File: config.mk
export PLATFORM = sky130hd
export DESIGN_NAME = spi_wb_bridge
export DESIGN_NICKNAME = d
export VERILOG_FILES = /design/src/rtl/spi_wb_pkg.sv /design/src/rtl/spi_wb_bridge_sync_2ff_edge.sv /design/src/rtl/spi_wb_bridge.sv
export SDC_FILE = /design/constraint.sdc
export NUM_CORES = 1
export LEC_CHECK = 0
export ABC_AREA = 1
export CORE_UTILIZATION = 42
export DETAILED_ROUTE_END_ITERATION = 10
export PLACE_DENSITY = 0.78
export SLEW_MARGIN = 40
export SYNTH_ARGS = -nofsm -noshare
export SYNTH_HDL_FRONTEND = slang
export SYNTH_SLANG_ARGS = --single-unit
File: constraint.sdc
create_clock -name wb_clk_i -period 1.47 [get_ports wb_clk_i]
set_input_delay 0.294 -clock wb_clk_i [delete_from_list [all_inputs] [get_ports wb_clk_i]]
set_output_delay 0.294 -clock wb_clk_i [all_outputs]
set_load 0.02 [all_outputs]
File: src/rtl/spi_wb_pkg.sv
// Shared types and helpers for the SPI-to-Wishbone bridge.
// Select-lane encodings, FSM states and the read-lane mask.
package spi_wb_pkg;

    typedef enum logic [1:0] {
        IDLE  = 2'd0,
        CYCLE = 2'd1,
        DONE  = 2'd2
    } state_e;

    localparam logic [3:0] WB_FULL_WORD       = 4'hF;
    localparam logic [3:0] WB_UPPER_HALF_WORD = 4'hC;
    localparam logic [3:0] WB_LOWER_HALF_WORD = 4'h3;
    localparam logic [3:0] WB_BYTE_0          = 4'h1;
    localparam logic [3:0] WB_BYTE_1          = 4'h2;
    localparam logic [3:0] WB_BYTE_2          = 4'h4;
    localparam logic [3:0] WB_BYTE_3          = 4'h8;

    localparam logic [31:0] TIMEOUT_PATTERN = 32'hDEAD_BEEF;

    function automatic logic [31:0] lane_mask(input logic [3:0] sel);
        logic [31:0] m;
        m = '0;
        for (int b = 0; b < 4; b++) begin
            m[8*b +: 8] = {8{sel[b]}};
        end
        return m;
    endfunction

endpackage

File: src/rtl/spi_wb_bridge_sync_2ff_edge.sv
// Two-flop synchronizer followed by a rising-edge detector.
// pulse_o is a single clk-cycle pulse per synchronized rising edge.
module sync_2ff_edge (
    input  logic clk,
    input  logic rst_n,
    input  logic d_i,
    output logic pulse_o
);

    logic s1_q, s2_q, s3_q;
    logic s1_d, s2_d, s3_d;

    always_comb begin
        s1_d = d_i;
        s2_d = s1_q;
        s3_d = s2_q;
    end

    always_ff @(posedge clk or negedge rst_n) begin
        if (!rst_n) begin
            s1_q <= 1'b0;
            s2_q <= 1'b0;
            s3_q <= 1'b0;
        end else begin
            s1_q <= s1_d;
            s2_q <= s2_d;
            s3_q <= s3_d;
        end
    end

    assign pulse_o = s2_q & ~s3_q;

endmodule

File: src/rtl/spi_wb_bridge.sv
// Wishbone B4 classic master fed by the SPI slave request bus.
// Optional cycle timeout: define SPI_WB_BRIDGE_TIMEOUT_EN.
module spi_wb_bridge
  import spi_wb_pkg::*;
#(
  parameter int ADDR_W      = 19,
  parameter int DATA_W      = 32,
  parameter int TIMEOUT_CYC = 255
) (
  input  logic              wb_clk_i,
  input  logic              wb_rst_n_i,
  input  logic              spi_start_i,
  input  logic              spi_wrn_i,
  input  logic [3:0]        spi_select_i,
  input  logic [ADDR_W-1:0] spi_address_i,
  input  logic [DATA_W-1:0] spi_data_i,
  output logic [DATA_W-1:0] spi_rd_data_o,
  output logic [ADDR_W-1:0] wb_adr_o,
  output logic [DATA_W-1:0] wb_dat_o,
  output logic [3:0]        wb_sel_o,
  output logic              wb_we_o,
  output logic              wb_cyc_o,
  output logic              wb_stb_o,
  input  logic [DATA_W-1:0] wb_dat_i,
  input  logic              wb_ack_i,
  input  logic              wb_err_i,
  output logic              busy_o,
  output logic              err_o,
  output logic              overrun_o
);

  logic req_pulse;

  sync_2ff_edge u_start_sync (
    .clk     (wb_clk_i),
    .rst_n   (wb_rst_n_i),
    .d_i     (spi_start_i),
    .pulse_o (req_pulse)
  );

  state_e            state_q, state_d;
  logic [ADDR_W-1:0] adr_q, adr_d;
  logic [DATA_W-1:0] dat_q, dat_d;
  logic [DATA_W-1:0] rd_q, rd_d;
  logic [3:0]        sel_q, sel_d;
  logic              we_q, we_d;
  logic              cyc_q, cyc_d;
  logic              busy_q, busy_d;
  logic              err_q, err_d;
  logic              ovr_q, ovr_d;

`ifdef SPI_WB_BRIDGE_TIMEOUT_EN
  localparam int CNT_W =
    ($clog2(TIMEOUT_CYC + 1) > 8) ?
    $clog2(TIMEOUT_CYC + 1) : 8;
  logic [CNT_W-1:0] cnt_q, cnt_d;
`endif

  always_comb begin
    state_d = state_q;
    adr_d   = adr_q;
    dat_d   = dat_q;
    rd_d    = rd_q;
    sel_d   = sel_q;
    we_d    = we_q;
    cyc_d   = cyc_q;
    busy_d  = busy_q;
    err_d   = err_q;
    ovr_d   = ovr_q;
`ifdef SPI_WB_BRIDGE_TIMEOUT_EN
    cnt_d   = cnt_q;
`endif
    if (req_pulse && state_q != IDLE) begin
      ovr_d = 1'b1;
    end
    unique case (state_q)
      IDLE: begin
        if (req_pulse) begin
          adr_d   = spi_address_i;
          dat_d   = spi_data_i;
          sel_d   = spi_select_i;
          we_d    = spi_wrn_i;
          cyc_d   = 1'b1;
          busy_d  = 1'b1;
          err_d   = 1'b0;
          state_d = CYCLE;
`ifdef SPI_WB_BRIDGE_TIMEOUT_EN
          cnt_d   = '0;
`endif
        end
      end
      CYCLE: begin
        if (wb_err_i) begin
          err_d   = 1'b1;
          cyc_d   = 1'b0;
          state_d = DONE;
          if (!we_q) begin
            rd_d = '0;
          end
        end else if (wb_ack_i) begin
          cyc_d   = 1'b0;
          state_d = DONE;
          if (!we_q) begin
            rd_d = wb_dat_i & lane_mask(sel_q);
          end
`ifdef SPI_WB_BRIDGE_TIMEOUT_EN
        end else if (cnt_q == CNT_W'(TIMEOUT_CYC - 1)) begin
          err_d   = 1'b1;
          cyc_d   = 1'b0;
          state_d = DONE;
          if (!we_q) begin
            rd_d = TIMEOUT_PATTERN & lane_mask(sel_q);
          end
        end else begin
          cnt_d = cnt_q + CNT_W'(1);
`endif
        end
      end
      DONE: begin
        busy_d  = 1'b0;
        state_d = IDLE;
      end
      default: begin
        state_d = IDLE;
        cyc_d   = 1'b0;
        busy_d  = 1'b0;
      end
    endcase
  end

  always_ff @(posedge wb_clk_i or negedge wb_rst_n_i) begin
    if (!wb_rst_n_i) begin
      state_q <= IDLE;
      adr_q   <= '0;
      dat_q   <= '0;
      rd_q    <= '0;
      sel_q   <= '0;
      we_q    <= 1'b0;
      cyc_q   <= 1'b0;
      busy_q  <= 1'b0;
      err_q   <= 1'b0;
      ovr_q   <= 1'b0;
`ifdef SPI_WB_BRIDGE_TIMEOUT_EN
      cnt_q   <= '0;
`endif
    end else begin
      state_q <= state_d;
      adr_q   <= adr_d;
      dat_q   <= dat_d;
      rd_q    <= rd_d;
      sel_q   <= sel_d;
      we_q    <= we_d;
      cyc_q   <= cyc_d;
      busy_q  <= busy_d;
      err_q   <= err_d;
      ovr_q   <= ovr_d;
`ifdef SPI_WB_BRIDGE_TIMEOUT_EN
      cnt_q   <= cnt_d;
`endif
    end
  end

  assign spi_rd_data_o = rd_q;
  assign wb_adr_o      = adr_q;
  assign wb_dat_o      = dat_q;
  assign wb_sel_o      = sel_q;
  assign wb_we_o       = we_q;
  assign wb_cyc_o      = cyc_q;
  assign wb_stb_o      = cyc_q;
  assign busy_o        = busy_q;
  assign err_o         = err_q;
  assign overrun_o     = ovr_q;

endmodule
==> impl_summary.log, run 1 <==
INFO  metric status = finished, final reports clean
INFO  metric filler_cell_count = 840
INFO  metric layout_min_cycle_time = roughly 1.4 ns
INFO  metric fin_skew = 0.00998 ns
INFO  metric number_of_stages_on_the_worst_hold_path = 0
INFO  metric avgRoutedWirePerCell = around 13 um
INFO  metric synth_fa_ha_area_share = 0%
INFO  metric crit-reg2reg-launch = state_q[1]
INFO  metric cts_tree = built
INFO  metric max_cap_viol_count = 0
INFO  metric cp_max_fo = 3
INFO  metric number_of_endpoints_with_negative_hold_slack_in_the_final_report = 0
INFO  metric row_count = 35
INFO  metric power.density = around 1200 nW/um^2
INFO  metric die_area = 10100 sq um
INFO  metric drt_first_iter_violations = between 150 and 200
INFO  metric synth_xor_xnor_area_share = 0%
INFO  metric first_global_vias = roughly 3700
INFO  metric worstPathCellList = dlygate4sd2_1
INFO  metric total_power = around 7.6 mW
INFO  metric share_comb_of_total_power = between 30% and 40%
INFO  metric globalRoute.totalOverflow = 0
INFO  metric clock_tree_root_driver_cell = sky130_fd_sc_hd__clkbuf_8
INFO  metric arrival = 1.08 ns
INFO  metric area_used_by_multi_input_combinational_logic = between 1000 and 1500 sq um
INFO  metric hold_end = u_start_sync.s2_q
INFO  metric report.final.slew_viol_count = 0
INFO  metric grt_use_total = 22.2%
INFO  metric nNetsFinal = 765
INFO  metric insertedDiodeCount = 0
INFO  metric r2r_setup_slack = around 0.23 ns
INFO  metric drive_above_1_share = under 10%
INFO  metric worst_path_largest_cell_delay = a little over 0.4 ns
INFO  metric worstPathBufferInverterCount = 1
INFO  metric initial_antenna_violation_count = 0
INFO  metric clock_insertion_delay_worst_skew = between 0.3 and 0.4 ns
INFO  metric timing.final.crit_share = 93.3%
INFO  metric power.ir.vdd_worst = approximately 0.69 mV
INFO  metric cts_max_path_buffers = 2
INFO  metric clock_power_share = 20.3%
INFO  metric start_util = between 40% and 50%
INFO  metric hold_path_startpoint = u_start_sync.s1_q
INFO  metric drcViolationCount = 0
INFO  metric combinational_family_with_the_most_area_after_synthesis = simple AND/OR/NAND/NOR gates
INFO  metric pre_cts_slack = -0.368 ns
INFO  metric postRouteAntennaNets = 0
INFO  metric layout.cells.most_common = sky130_fd_sc_hd__nand2_1
INFO  metric layout.area.seq = between 2000 and 2500 sq um
INFO  metric power.switching_fraction = 35.8%
INFO  metric p_sw = about 2.7 mW
INFO  metric critPathLaunchType = register
INFO  metric wl = 10800 um
INFO  metric power_leakage = around 3.3 nW
INFO  metric yosys_warns = 0
INFO  metric detail_route.vias_per_cell = ~4.7
INFO  metric multiplexer_share_of_the_synthesized_area = 0%
INFO  metric grt_start_max_net_pins = 40
INFO  metric cp_top_family = flip-flops
INFO  metric area_growth = 51.1%
INFO  metric io-pin-count = 186
INFO  metric vias = approximately 3800
INFO  metric crit_required = around 1.2 ns
INFO  metric synth_area_per_cell = roughly 8.4 sq um
INFO  metric worst_path_max_delay_cell = sky130_fd_sc_hd__dfrtp_1
INFO  metric setup_violations = 0
INFO  metric reg2reg_to = spi_rd_data_o[22]
INFO  metric holdCritPathClass = register to register
INFO  metric cts_num_sinks = between 90 and 100
INFO  metric finalWorstSetupSlack = a little under 0.1 ns
INFO  metric yosys_register_bits = 97
INFO  metric post-dp-hpwl = approximately 7600 um
INFO  metric die_height = around 100 um
INFO  metric synth_cells = 485
INFO  metric layout_common_cells = sky130_fd_sc_hd__nand2_1 (273), sky130_fd_sc_hd__dfrtp_1 (97), sky130_fd_sc_hd__dlygate4sd2_1 (93)
INFO  metric buffer_ports.inserted = 185
INFO  metric dr_pass1_iterations = 4
INFO  metric cts-htree-levels = 3
INFO  metric mappedNetlistArea = 4070 sq um
INFO  metric max_freq = ~730 MHz
INFO  metric fp.dieW = 100 um
INFO  metric r2r.worst_path.cells = 6
INFO  metric syn_nets = between 500 and 600
INFO  metric worst_setup_path_end_kind = primary output
INFO  metric yosys.area_share.simple = between 30% and 40%
INFO  metric tritoncts.num_buffers = 9
INFO  metric finalWeightedCongestion = a little under 0.8
INFO  metric worst-slew-pin-transition = slightly above 0.4 ns
INFO  metric worst-setup-path-type = register to primary output
INFO  metric synth_compound_area_share = less than 1%
INFO  metric core_area = 9330 sq um
INFO  metric synth_seq_area_share = between 50% and 60%
INFO  metric power_report.internal_total = about 5 mW
INFO  metric final.setup.tns = 0 ns
INFO  metric max_slew_margin = roughly 73%
INFO  metric synth.lib_cells_used.distinct = 17
INFO  metric grt_pass1_wl = 17600 um
INFO  metric cts.clk_slew.worst_paths = around 0.090 ns
INFO  metric seqPwrFrac = approximately 45%
INFO  metric rsz_0062_raised_after_global_routing = false
## power groups by stage
| stage | Combinational (mW) | Sequential [mW] | Clock [mW] |
|---|---|---|---|
| floorplan | 0.776 | 4.14 | 0 |
| global placement | 2.94 | 3.51 | 0 |
| detailed placement | 3.00 | 3.52 | 0 |
| CTS | 2.64 | 3.46 | 1.61 |
| global route | 2.86 | 3.52 | 1.72 |
| finish | 2.64 | 3.46 | 1.55 |
## final cells by class
cell class | instances | area share [%]
inverters | 9 | 0.549
multi-input cells | 350 | 22.7
repair buffers | 205 | 31.9
well taps | 129 | 2.62
flip-flops and latches | 97 | 39.4
clock buffers | 12 | 2.36
clock inverters | 4 | 0.468
## cells in the mapped netlist
cell	count	share of area, %
sky130_fd_sc_hd__buf_4	4	0.74
sky130_fd_sc_hd__dfrtp_1	97	60
sky130_fd_sc_hd__nor2_2	3	0.46
sky130_fd_sc_hd__o21bai_1	1	0.18
sky130_fd_sc_hd__nor2_4	1	0.28
sky130_fd_sc_hd__inv_1	5	0.46
sky130_fd_sc_hd__inv_2	3	0.28
sky130_fd_sc_hd__nand2_2	1	0.15
sky130_fd_sc_hd__clkbuf_1	4	0.37
sky130_fd_sc_hd__o21ai_0	3	0.37
sky130_fd_sc_hd__nand3_1	32	3.9
sky130_fd_sc_hd__nand3_2	1	0.25
sky130_fd_sc_hd__nand2_1	273	25
sky130_fd_sc_hd__nor2_1	34	3.1
sky130_fd_sc_hd__buf_2	10	1.2
sky130_fd_sc_hd__buf_6	12	3.3
sky130_fd_sc_hd__clkinv_1	1	0.092
## worst max-delay path by stage
| stage | start | endpoint | slack [ns] | cells past startpoint |
|---|---|---|---|---|
| 6_report | wb_cyc_o | wb_cyc_o | 0.1 | 1 |
| 5_1_grt | overrun_o | overrun_o | 0.02 | 1 |
| 4_1_cts | overrun_o | overrun_o | 0.06 | 1 |
| 3_5_place_dp | wb_err_i | spi_rd_data_o[12] | -0.37 | 5 |
| 3_3_place_gp | wb_err_i | spi_rd_data_o[16] | -0.31 | 5 |
| 2_1_floorplan | wb_we_o | spi_rd_data_o[1] | 0.36 | 5 |
## worst reg2reg max path, delay by kind of cell (launching register included)
kind	cells	cell delay, ns
AND/OR/NAND/NOR	4	0.51
buffers and inverters	2	0.26
flip-flops	1	0.42
## routing by layer
metal	wire length (um)	up-vias	track usage [%]
li1	-	1843	-
met1	4830	1776	29.4
met2	4970	147	35.0
met3	803	17	6.45
met4	182	0	7.58
met5	0	-	0
## kinds of logic (layout without fill, tap and decap cells)
kind of cell / Yosys count / count (layout)
buffers and inverters: 39 / 230
AOI/OAI and AO/OA: 4 / 4
DFF: 97 / 97
and+or+nand+nor: 345 / 346
## flip-flops by register name, indices dropped and copies added, names as in the netlist
register,cells
state_q,2
err_o,1
overrun_o,1
busy_o,1
wb_adr_o,19
spi_rd_data_o,32
u_start_sync.s1_q,1
wb_cyc_o,1
wb_sel_o,4
u_start_sync.s3_q,1
wb_we_o,1
u_start_sync.s2_q,1
wb_dat_o,32
## what timing repair did
item / 4_1_cts / 5_1_grt
endpoints found under the setup margin: 125 / 13
pin swaps: 0 / 2
hold endpoints to repair: 26 / 0
hold buffers: 1 / 0
gates resized for setup: 94 / 0
buffers inserted: 0 / 2
cloned: 1 / 0
## through the flow
| stage | area [sq um] | cells | hold slack [ns] | util, % |
|---|---|---|---|---|
| floorplan | 4070 | 485 | -0.00159 | - |
| global placement | 6040 | 786 | 0.241 | 64.7 |
| detailed placement | 6040 | 786 | 0.249 | 64.7 |
| CTS | 6110 | 804 | 0.360 | 65.6 |
| global route | 6150 | 806 | 0.371 | 66.0 |
| finish | 6150 | 806 | 0.356 | 66.0 |
(Power assumes the default switching activity.)
==> inputs of run 2 (changes only) <==
--- a/config.mk
+++ b/config.mk
@@ -8,6 +8,7 @@
 export ABC_AREA = 1
 export CORE_UTILIZATION = 42
 export DETAILED_ROUTE_END_ITERATION = 10
+export GPL_TIMING_DRIVEN = 0
 export PLACE_DENSITY = 0.78
 export SLEW_MARGIN = 40
 export SYNTH_ARGS = -nofsm -noshare
==> impl_summary.log, run 2 (synthesis results as in run 1) <==
INFO  metric worst-slew-pin-transition = 0.437 ns (+0.0334 ns)
INFO  metric drt_first_iter_violations = 139 (-10%)
INFO  metric max_slew_margin = 70.9% (-2.2 points)
INFO  metric detail_route.vias_per_cell = 4.71 (+0.29%)
INFO  metric cts_num_sinks = 97 (unchanged)
INFO  metric insertedDiodeCount = 0 (unchanged)
INFO  metric arrival = 1.09 ns (about the same)
INFO  metric start_util = 43.7% (unchanged)
INFO  metric postRouteAntennaNets = 0 (unchanged)
INFO  metric io-pin-count = 186 (unchanged)
INFO  metric vias = 3841 (+1.5%)
INFO  metric grt_use_total = 22.9% (+0.67 points)
INFO  metric report.final.slew_viol_count = 0 (unchanged)
INFO  metric power.density = 1240 nW/um^2 (-0.33%)
INFO  metric dr.max_layer_used = met5
INFO  metric total_power = 7.64 mW (about the same)
INFO  metric cp_max_fo = 3 (unchanged)
INFO  metric layout_common_cells = sky130_fd_sc_hd__nand2_1 (273), sky130_fd_sc_hd__dfrtp_1 (97), sky130_fd_sc_hd__dlygate4sd2_1 (92)
INFO  metric worst_path_max_delay_cell = sky130_fd_sc_hd__dfrtp_1
INFO  metric globalRoute.totalOverflow = 0 (unchanged)
INFO  metric core_area = 9330 sq um (unchanged)
INFO  metric crit-reg2reg-launch = state_q[1]
INFO  metric grt_pass1_wl = 18000 um (+1.9%)
INFO  metric cts_max_path_buffers = 2 (unchanged)
INFO  metric worst_setup_path_startpoint = wb_cyc_o
INFO  metric cp_top_family = flip-flops
INFO  metric worst_setup_path_end_kind = primary output
INFO  metric initial_antenna_violation_count = 1 (+1)
INFO  metric layout_min_cycle_time = 1.39 ns (+0.0173 ns)
INFO  metric max_cap_viol_count = 0 (unchanged)
INFO  metric row_count = 35 (unchanged)
INFO  metric worstPathCellList = dlygate4sd2_1
INFO  metric fin_skew = 0.0100 ns (+0.0000226 ns)
INFO  metric cts_tree = built
INFO  metric drcViolationCount = 0 (unchanged)
INFO  metric die_area = 10100 sq um (unchanged)
INFO  metric worst_path_largest_cell_delay = 0.42 ns (about the same)
INFO  metric area_growth = 51.5%
INFO  metric post-dp-hpwl = 8290 um (+9.0%)
INFO  metric post_cts_buffers = 0 (unchanged)
INFO  metric met3_length = 1110 um (+39%)
INFO  metric nNetsFinal = 775 (+1.3%)
INFO  metric drt-met1-wl = 4440 um (-7.9%)
INFO  metric grt_start_max_net_pins = 77 (+93%)
INFO  metric die_height = 100 um (unchanged)
INFO  metric number_of_endpoints_with_negative_hold_slack_in_the_final_report = 0 (unchanged)
INFO  metric timing.hold.ws = 0.283 ns (-0.0733 ns)
INFO  metric wl_met2 = 5380 um (+8.1%)
INFO  metric avgRoutedWirePerCell = 13.6 um (+1.8%)
INFO  metric clock_tree_root_driver_cell = sky130_fd_sc_hd__clkbuf_8
INFO  metric finalWeightedCongestion = 0.808 (+1.8%)
INFO  metric cts.clk_slew.worst_paths = 0.09 ns (about the same)
INFO  metric dr_pass1_iterations = 4 (unchanged)
INFO  metric power_leakage = 3.37 nW (+0.78%)
INFO  metric setup_violations = 0 (unchanged)
INFO  metric cts-htree-levels = 3 (unchanged)
INFO  metric fp.dieW = 100 um (unchanged)
INFO  metric holdCritPathClass = input port to register
INFO  metric drive_above_1_share = 7.71% (+1.2 points)
INFO  metric crit_required = 1.18 ns (about the same)
INFO  metric max_freq = 720 MHz (-1.2%)
INFO  metric rsz_0062_raised_after_global_routing = false
INFO  metric timing.final.crit_share = 94.5% (+1.2 points)
INFO  metric hold_path_startpoint = wb_err_i
INFO  metric worstPathBufferInverterCount = 1 (unchanged)
INFO  metric clock_insertion_delay_worst_skew = 0.35 ns (about the same)
INFO  metric tritoncts.num_buffers = 9 (unchanged)
INFO  metric worst-setup-path-type = register to primary output
INFO  metric status = finished, final reports clean
INFO  metric buffer_ports.inserted = 184 (-0.54%)
INFO  metric power.ir.vdd_worst = 0.711 mV (+3.4%)
INFO  metric first_global_vias = 3801 (+3.9%)
INFO  metric critPathLaunchType = register
INFO  metric layout.cells.most_common = sky130_fd_sc_hd__nand2_1
INFO  metric filler_cell_count = 846 (+0.71%)
INFO  metric wl = 11100 um (+3.0%)
[run 2: path summary, 6_finish.rpt]
kind | cells past startpoint | slack, ns | to
setup / recovery | 1 | 0.08 | wb_cyc_o
hold / removal | 3 | 0.28 | err_o
setup reg to reg | 7 | 0.21 | wb_adr_o[15]
hold reg to reg | 0 | 0.35 | u_start_sync.s2_q
max in group asynchronous | 3 | 0.50 | spi_rd_data_o[21]
min in group asynchronous | 2 | 0.35 | wb_adr_o[18]
[run 2: area by class of cell]
type                    instances  area [sq um]  share of cell area [%]
clock buffers                  10           128                    2.07
well taps                     129           161                    2.62
plain buffers                  30           230                    3.73
flip-flops and latches         97          2430                    39.3
multi-input cells             349          1380                    22.4
inverters                       9          33.8                   0.547
clock inverters                 6          42.5                   0.689
repair buffers                186          1770                    28.6
[run 2: timing repair]
item | CTS | global route
endpoints found under the hold margin | 21 | 0
gates resized for setup | 94 | 0
hold buffers | 1 | 0
setup endpoints to repair | 93 | 0
[run 2: tightest hold or removal path, cell delays in order]
cell,delay [ns]
sky130_fd_sc_hd__buf_2,0.15
sky130_fd_sc_hd__inv_2,0.06
sky130_fd_sc_hd__o21ai_0,0.08
[run 2: where the power goes]
group          leakage, nW  total [mW]  internal, mW  switching [mW]
Combinational         2.06        2.65          1.07            1.58
Clock               0.0831        1.54         0.623           0.921
Sequential            1.23        3.45          3.18           0.270
Total                 3.37        7.64          4.87            2.77
[run 2: routing by layer]
layer / up-vias / track usage [%]
li1: 1866 / -
met1: 1792 / 27.1
met2: 166 / 38.9
met3: 15 / 8.25
met4: 2 / 7.02
met5: - / 0
[run 2: metrics by stage]
stage	worst slack (ns)	util, %	cell area [sq um]	std cells	setup TNS (ns)
2_1_floorplan	0.359	-	4070	485	0
3_3_place_gp	-3.49	65.1	6080	798	-338.08
3_5_place_dp	-0.0590	65.5	6110	799	-0.641
4_1_cts	0.0619	66.2	6170	816	0
5_1_grt	0.0288	66.2	6170	816	0
6_report	0.0815	66.2	6170	816	0
